## config.mk

```make
export PLATFORM = sky130hd
export DESIGN_NAME = domain_demux_flat
export DESIGN_NICKNAME = d
export VERILOG_FILES = /design/src/rtl/domain_demux_if.sv /design/src/rtl/domain_demux.sv /design/src/flat_wrapper.sv
export SDC_FILE = /design/constraint.sdc
export NUM_CORES = 1
export LEC_CHECK = 0
export BUFFER_PORTS_ARGS = -buffer_cell sky130_fd_sc_hd__clkbuf_2
export CAP_MARGIN = 20
export CORE_AREA = 5 5 48 50
export CTS_BUF_LIST = sky130_fd_sc_hd__clkbuf_4 sky130_fd_sc_hd__clkbuf_8 sky130_fd_sc_hd__clkbuf_16
export DETAILED_ROUTE_END_ITERATION = 6
export DIE_AREA = 0 0 53 55
export PLACE_DENSITY = 0.79
export SYNTH_ARGS = -nofsm -noshare
export SYNTH_HDL_FRONTEND = slang
export SYNTH_SLANG_ARGS = --single-unit
```

## constraint.sdc

```tcl
create_clock -name clk -period 4.2 [get_ports clk]
set_input_delay 0.42 -clock clk [delete_from_list [all_inputs] [get_ports clk]]
set_output_delay 0.42 -clock clk [all_outputs]
set_load 0.005 [all_outputs]
```

## src/rtl/domain_demux_if.sv

```systemverilog
// Shared-channel input plus the two per-domain delivery channels of domain_demux.
// The master side drives the shared word and consumer readies; the slave side is the demux.
interface domain_demux_if #(
  parameter int unsigned WIDTH = 8
) ();
  logic             in_valid;
  logic             in_sel;
  logic [WIDTH-1:0] in_data;
  logic             in_ready;
  logic             out1_valid;
  logic [WIDTH-1:0] out1_data;
  logic             out1_ready;
  logic             out2_valid;
  logic [WIDTH-1:0] out2_data;
  logic             out2_ready;
  logic             busy;

  modport master (
    output in_valid, in_sel, in_data, out1_ready, out2_ready,
    input  in_ready, out1_valid, out1_data, out2_valid, out2_data, busy
  );

  modport slave (
    input  in_valid, in_sel, in_data, out1_ready, out2_ready,
    output in_ready, out1_valid, out1_data, out2_valid, out2_data, busy
  );
endinterface

```

## src/rtl/domain_demux.sv

```systemverilog
// Two-domain demultiplexer: forwards words to the open domain and scrubs (all outputs zero)
// for SCRUB_CYCLES cycles before switching the open domain.
module domain_demux #(
  parameter int unsigned WIDTH        = 8,
  parameter int unsigned SCRUB_CYCLES = 2
) (
  input logic           clk,
  input logic           rst,
  domain_demux_if.slave bus
);

  typedef enum logic [1:0] {StIdle, StHold, StScrub} state_e;

  localparam logic [3:0] ScrubLoad = 4'(SCRUB_CYCLES - 1);

  state_e           state_q, state_d;
  logic             cur_dom_q, cur_dom_d;
  logic [3:0]       cnt_q, cnt_d;
  logic [WIDTH-1:0] data_q, data_d;
  logic             valid_q, valid_d;
  logic             hold_ready;

  always_ff @(posedge clk or posedge rst) begin
    if (rst) begin
      state_q   <= StIdle;
      cur_dom_q <= 1'b0;
      cnt_q     <= '0;
      data_q    <= '0;
      valid_q   <= 1'b0;
    end else begin
      state_q   <= state_d;
      cur_dom_q <= cur_dom_d;
      cnt_q     <= cnt_d;
      data_q    <= data_d;
      valid_q   <= valid_d;
    end
  end

  // Only the open domain's consumer can release a held word.
  assign hold_ready = cur_dom_q ? bus.out2_ready : bus.out1_ready;

  always_comb begin
    state_d   = state_q;
    cur_dom_d = cur_dom_q;
    cnt_d     = cnt_q;
    data_d    = data_q;
    valid_d   = valid_q;
    unique case (state_q)
      StIdle: begin
        if (bus.in_valid) begin
          if (bus.in_sel == cur_dom_q) begin
            data_d  = bus.in_data;
            valid_d = 1'b1;
            state_d = StHold;
          end else begin
            cnt_d   = ScrubLoad;
            state_d = StScrub;
          end
        end
      end
      StHold: begin
        if (hold_ready) begin
          data_d  = '0;
          valid_d = 1'b0;
          state_d = StIdle;
        end
      end
      StScrub: begin
        data_d  = '0;
        valid_d = 1'b0;
        if (cnt_q == 4'd0) begin
          cur_dom_d = ~cur_dom_q;
          state_d   = StIdle;
        end else begin
          cnt_d = cnt_q - 4'd1;
        end
      end
      default: begin
        state_d = StIdle;
        data_d  = '0;
        valid_d = 1'b0;
      end
    endcase
  end

  // data_q is zero outside HOLD, so gating by domain keeps the closed side all-zero.
  assign bus.in_ready   = (state_q == StIdle) && (bus.in_sel == cur_dom_q);
  assign bus.busy       = (state_q != StIdle);
  assign bus.out1_valid = valid_q & ~cur_dom_q;
  assign bus.out2_valid = valid_q & cur_dom_q;
  assign bus.out1_data  = cur_dom_q ? '0 : data_q;
  assign bus.out2_data  = cur_dom_q ? data_q : '0;

endmodule

```

## src/flat_wrapper.sv

```systemverilog
// flat-port wrapper written by rule: the top's interface ports become plain ports
module domain_demux_flat 
#(
  parameter int unsigned WIDTH        = 8,
  parameter int unsigned SCRUB_CYCLES = 2
)
  (clk, rst, bus_in_valid, bus_in_sel, bus_in_data, bus_out1_ready, bus_out2_ready, bus_in_ready, bus_out1_valid, bus_out1_data, bus_out2_valid, bus_out2_data, bus_busy);
  domain_demux_if #(.WIDTH(WIDTH)) bus_i ();
  input logic clk;
  input logic rst;
  input wire logic [$bits(bus_i.in_valid)-1:0] bus_in_valid;
  input wire logic [$bits(bus_i.in_sel)-1:0] bus_in_sel;
  input wire logic [$bits(bus_i.in_data)-1:0] bus_in_data;
  input wire logic [$bits(bus_i.out1_ready)-1:0] bus_out1_ready;
  input wire logic [$bits(bus_i.out2_ready)-1:0] bus_out2_ready;
  output wire logic [$bits(bus_i.in_ready)-1:0] bus_in_ready;
  output wire logic [$bits(bus_i.out1_valid)-1:0] bus_out1_valid;
  output wire logic [$bits(bus_i.out1_data)-1:0] bus_out1_data;
  output wire logic [$bits(bus_i.out2_valid)-1:0] bus_out2_valid;
  output wire logic [$bits(bus_i.out2_data)-1:0] bus_out2_data;
  output wire logic [$bits(bus_i.busy)-1:0] bus_busy;
  assign bus_i.in_valid = bus_in_valid;
  assign bus_i.in_sel = bus_in_sel;
  assign bus_i.in_data = bus_in_data;
  assign bus_i.out1_ready = bus_out1_ready;
  assign bus_i.out2_ready = bus_out2_ready;
  assign bus_in_ready = bus_i.in_ready;
  assign bus_out1_valid = bus_i.out1_valid;
  assign bus_out1_data = bus_i.out1_data;
  assign bus_out2_valid = bus_i.out2_valid;
  assign bus_out2_data = bus_i.out2_data;
  assign bus_busy = bus_i.busy;
  domain_demux #(.WIDTH(WIDTH), .SCRUB_CYCLES(SCRUB_CYCLES)) u_core (.clk(clk), .rst(rst), .bus(bus_i));
endmodule
```

# ---- Word level (Yosys, flattened, before mapping)
# Cells that the tools add are included.
dict set report word_totals {
  regBits 16
  input_bits 14
  output_inout_bits 20
  word_cells 47
}
dict set report classes {
  add_sub_neg 1
  eq_ne 9
  mux 20
  bitwise 3
  n_reduce_logical 9
}
# operator count
set op_table {}
lappend op_table {{$mux W8} 5}
lappend op_table {{$pmux W8 S2} 1}
lappend op_table {{$mux W4} 3}
lappend op_table {{$mux W2} 4}
lappend op_table {{$ne A2 B2 Y1 const B} 4}
lappend op_table {{$pmux W4 S2} 1}
lappend op_table {{$pmux W2 S3} 1}
lappend op_table {{$reduce_and A3 Y1} 2}
lappend op_table {{$logic_not A4 Y1} 1}
lappend op_table {{$mux W1} 4}
lappend op_table {{$ne A2 B1 Y1 const B} 2}
lappend op_table {{$reduce_and A4 Y1} 1}
lappend op_table {{$reduce_bool A2 Y1} 2}
lappend op_table {{$sub A4 B1 Y4 const B} 1}
lappend op_table {{$and A1 B1 Y1} 2}
lappend op_table {{$eq A2 B1 Y1 const B} 1}
lappend op_table {{$eq A2 B2 Y1 const B} 1}
lappend op_table {{$logic_not A2 Y1} 1}
lappend op_table {{$pmux W1 S2} 1}
lappend op_table {{$reduce_and A2 Y1} 1}
lappend op_table {{$eq A1 B1 Y1} 1}
lappend op_table {{$logic_and A1 B1 Y1} 1}
lappend op_table {{$not A1 Y1} 1}

# ---- Depth between registers and ports, before layout
dict set report logic_depth {
  word_depth 4
  depth_mapped 5
  ltp_nobuf 5
}

# ---- Worst setup path before layout
# No wires, ideal clock.
dict set report synth_timing {
  path_kind {flip-flop to flip-flop}
  from {reg u_core.state_q[0]}
  to {reg u_core.cnt_q[1]}
  setup_ns 0.128
  arrival_time_ns 1.304
  required_ns 4.072
  setup_slack_ns 2.769
  path_stages_with_launch 4
  n_path_buf 0
  period_less_slack_ns 1.431
  path_cell_list {dfrtp_1 or3b_1 o22ai_2 mux2_1}
}
dict set report synth_via {
  elab_chain_len 3
  word_cells_on_any_way 8
  classes_between {4 x eq/ne; 1 x mux; 3 x reduce/logical}
}
# element line_no
set synth_rtl {}
lappend synth_rtl {{start: declaration} domain_demux.sv:16} ;# state_e state_q, state_d;
lappend synth_rtl {{start signal: assignment} domain_demux.sv:25} ;# state_q <= StIdle;
lappend synth_rtl {{start signal: assignment} domain_demux.sv:31} ;# state_q <= state_d;
lappend synth_rtl {{$eq A2 B2 Y1 or $logic_not A2 Y1 (tied branches)} domain_demux.sv:48} ;# unique case (state_q)
lappend synth_rtl {{$ne A2 B2 Y1 (no line) or $reduce_bool A2 Y1 (tied branches)} --}
lappend synth_rtl {{$reduce_and A4 Y1 (no line)} --}
lappend synth_rtl {{end signal: assignment} domain_demux.sv:33} ;# cnt_q <= cnt_d;
lappend synth_rtl {{end: declaration} domain_demux.sv:18} ;# logic [3:0] cnt_q, cnt_d;
# Parallel ways exist; a longest one is shown, timed or not.
# A chain may end at the register's enable or synchronous reset.

# ---- Worst setup path after layout
dict set report layout_timing {
  from {reg u_core.cur_dom_q}
  to {out bus_in_ready}
}
dict set report layout_via {
  elab_chain_len 2
}
# element line_no
set layout_rtl {}
lappend layout_rtl {{start: declaration} domain_demux.sv:17} ;# logic cur_dom_q, cur_dom_d;
lappend layout_rtl {{start signal: assignment} domain_demux.sv:32} ;# cur_dom_q <= cur_dom_d;
lappend layout_rtl {{$eq A1 B1 Y1} domain_demux.sv:87} ;# assign bus.in_ready = (state_q == StIdle) && (bus.in_sel == cur_dom_q);
lappend layout_rtl {{$logic_and A1 B1 Y1} domain_demux.sv:87}
lappend layout_rtl {{end: declaration} flat_wrapper.sv:16} ;# output wire logic [$bits(bus_i.in_ready)-1:0] bus_in_ready;
# No other way between the ends.

==> results by stage <==
Status:
- The run finished with clean final reports.

Place:
- The quantity of I/O buffers inserted on ports is 33.
- Once placement finished, the instance area stood at 0.001072 mm^2.
- The routability congestion estimate is between 0.6 and 0.7.
- Prior to clock tree synthesis, the placed netlist has a worst setup slack of between 2 and 2.5 ns.
- Once placement completed, the tool counted placed cells totaling roughly 140.
- The half-perimeter wire length of the detailed placement result is approximately 1400 um.

Routing:
- In the detailed route, the total length drawn on met3 is around 110 um.
- Signal routing reaches up to met4.
- The total number of vias is ~710.
- The routed wire length is 1906 um.
- The number of antenna-violating nets in the routed design is 0.
- The detailed router put a total of ~850 um of wire on met1.
- The pre-antenna-repair detailed-routing pass consisted of 4 iterations.
- In the routed design, unresolved DRC markers number 0.
- The average vias per placed instance is between 4 and 5.
- The wire length on met2 is about 930 um.
- The average wire length per cell after detail routing is 13.14 um.
- The first routing iteration left 5 violations.

Setup path:
- The worst register-to-register path ends at u_core.data_q[7].
- The worst flop-to-flop path startpoint is u_core.cur_dom_q.
- Data on the critical path is required at its endpoint by about 3.8 ns.
- Data on the critical path arrives at its endpoint at ~1.6 ns.
- STA classifies the critical path startpoint as a register.
- By startpoint and endpoint, the worst setup path is classified as register to output pin.
- In this run the register-to-register setup slack is about 2.3 ns.
- In this run the worst path has a maximum fanout of 21.
- STA classifies the critical path endpoint as an output pin.
- The number of cells on the worst reg-to-reg path is 3.

Synthesis:
- Sequential cells were found to cover between 40% and 50% of the synthesized design area.
- The number of nets handed over by synthesis was 99.
- The synthesized netlist cell count is 84.
- In this run, synthesis produced a sequential element count of 16.
- The synthesized design contains 0 enable-type register cells.
- Yosys attributes the largest share of cell area to sky130_fd_sc_hd__dfrtp_1 45%, sky130_fd_sc_hd__a22o_1 7.9%, sky130_fd_sc_hd__nor2b_1 7.8%.
- The count of yosys warnings during synthesis is 0.
- The share of synthesized area in the top cell type comes to 45.13%.
- After synthesis, the netlist uses 32 different library cells.
- For this run, asynchronously set or reset flops after synthesis account for 100.0%.
- Ranked by instance count, the synthesized netlist is headed by 16 x sky130_fd_sc_hd__dfrtp_1, 11 x sky130_fd_sc_hd__nor2b_1, 10 x sky130_fd_sc_hd__and2_1.
- The largest area contributor in the synthesized netlist is sky130_fd_sc_hd__dfrtp_1.
- Dividing the synthesized area by the synthesized cell count gives between 10 and 15 um^2.
- The summed instance area of the synthesized netlist is 887.1 um^2.
- In the synthesized netlist the dominant register cell turns out to be sky130_fd_sc_hd__dfrtp_1.
- sky130_fd_sc_hd__dfrtp_1 is the most common cell in the netlist.

Global route:
- The aggregate global-route resource usage is 15.12%.
- Global routing finished with a remaining overflow of 0.
- The first-pass GRT wire length is roughly 3200 um.
- Entering global routing, the biggest net connects 22 pins.
- The number of antenna violations at the first check in global routing is 0.
- The via count of the first global-routing pass is 710.

Clocking:
- The number of gates resized after CTS was 0.
- The hold buffer count at cts is 0.
- For this design, the sink count on the clock tree is 16.
- In this run, CTS created clock tree buffers numbering 3.
- The clock latency at the later pin of the worst-skew pair is a little under 0.3 ns.
- Post-CTS timing repair inserted 0 buffers for setup.
- In this run the number of H-tree levels came out at 1.
- The root buffer cell is sky130_fd_sc_hd__clkbuf_4.
- The worst-case clock buffer depth is 2.
- Clock-pin slew was measured on the worst setup and hold paths at roughly 0.10 ns.
- TritonCTS built the clock tree.

Power and ir drop:
- The net switching fraction of the power is 39.30%.
- Sequential cells account for a little over 40% of the total power.
- The internal power is roughly 460 uW.
- The share of power burned in the clock network is 13.6%.
- The leakage component of the power is roughly 0.00058 uW.
- The combinational cell fraction of total power is roughly 46%.
- Across the VDD grid, the largest voltage drop is between 0.0003 and 0.0004 V.
- In this run the power density over the cells is between 600 and 700 mW/mm^2.
- Summed over all nets, the switching power comes to roughly 300 uW.

Timing:
- The time the worst path needs with I/O delays and setup is 2.056 ns.
- The slack of the critical path is roughly 2.1 ns.
- The slew at the pin with the worst max-slew slack is 0.6501 ns.
- In this run the tightest slew margin relative to its limit is ~57%.
- Clock skew on the completed layout was measured at between 0.004 and 0.005 ns.
- In the final timing run, aggregate negative setup slack is 0 ns.
- The number of pins exceeding their max-slew limit in the final report is 0.
- The highest attainable clock frequency is between 0.4 and 0.5 GHz.
- Dividing the final minimum period by the clock period gives 48.96%.
- Setup repair after global routing left no endpoint under its margin.
- The hold violation count in the final report is 0.
- The number of setup violations in the final report is 0.

Hold path:
- The path class of the tightest hold or removal check is input port to asynchronous set/reset pin.

Die:
- After floorplanning, the core was sized to cover approximately 0.0019 mm^2.
- The total die area is about 0.003 mm^2.
- The horizontal die dimension is 53 um.
- Measured along the y axis, the die boundary spans around 55 um.
- 34 I/O pins were placed.
- The initial utilization of the core area, before any placement, comes to 47.65%.
- The standard-cell row count is 16.

Layout:
- Excluding fillers, the count of instances in the completed layout stands at 145.
- The layout-stage area growth over the synthesis result is 24.96%.
- Cells with a size suffix above 1 make up between 30% and 40% of the layout.
- The repair_antennas step left the layout with diodes totalling 0.
- Cells fill 59.54% of the core in the end.
- The number of nets at the end of the flow is between 100 and 150.
- After routing the design area is between 0.001 and 0.0015 mm^2.

Run:
- The total of max-cap violations is 0.
-- per-stage QoR --
stage | power (uW) | hold WS (ns)
final | 762.8 | 0.1586
after global routing | 829.6 | 0.2251
after CTS | 769.1 | 0.1866
after detailed placement | 664.4 | 0.4979
after global placement | 647.2 | 0.4869
after floorplan | 546.7 | 0.3337
-- how the worst max path moves through the flow --
stage                            startpoint          endpoint  depth (start not counted)
after floorplan           u_core.state_q[0]   u_core.cnt_q[1]                          3
after global placement     u_core.cur_dom_q  u_core.data_q[2]                          3
after detailed placement   u_core.cur_dom_q  u_core.data_q[0]                          3
after CTS                  u_core.cur_dom_q      bus_in_ready                          3
after global routing       u_core.cur_dom_q      bus_in_ready                          3
final                      u_core.cur_dom_q      bus_in_ready                          3
-- cell type report --
class,instances,area [um^2]
fill,168,753.2
timing repair buffer,33,165.2
clock buffer,4,36.28
tap,27,33.78
sequential,16,400.4
inverter,6,22.52
multi-input combinational,59,450.4
-- cell usage in the layout (no fill, tap or decap), drive strengths merged, types with 2 or more instances in the layout --
master	instances
a22o	8
and2	10
clkbuf	37
dfrtp	16
inv	6
mux2	2
nor2	3
nor2b	11
nor3	3
nor3b	2
o21ai	3
xnor2	2
-- layer usage --
metal	GRT usage (%)	vias up
met4	7.660	0
met5	0	-
met3	2.949	2
li1	-	355
met1	19.20	337
met2	24.59	19
-- flip-flops by register name, summed over array words and instances (netlist names) --
register / count
u_core.cnt_q: 4
u_core.cur_dom_q: 1
u_core.data_q: 8
u_core.state_q: 2
u_core.valid_q: 1
-- kinds of logic (layout without fill, tap and decap cells) --
family                     count (synthesis)  in the layout  synth area share, %
buffers and inverters                      9             43                4.090
AOI/OAI and AO/OA                         18             18                18.34
and+or+nand+nor                           36             36                25.25
DFF                                       16             16                45.13
xor gates and xnor gates                   2              2                2.822
muxes                                      2              2                2.961
adders and majority gates                  1              1                1.410
-- critical path, cell delays in order (launching register included) --
cell,delay [ns]
sky130_fd_sc_hd__dfrtp_1,0.63
sky130_fd_sc_hd__xnor2_2,0.43
sky130_fd_sc_hd__and2_1,0.18
sky130_fd_sc_hd__clkbuf_2,0.10
-- power by group through the flow --
stage          registers (uW)  logic, uW  clock network, uW
4_1_cts                   311        354                104
5_1_grt                   327        392                111
2_1_floorplan             272        274                  0
3_3_place_gp              307        341                  0
6_report                  311        348                104
3_5_place_dp              312        352                  0
Note: power is estimated with default switching activity, not from simulation.
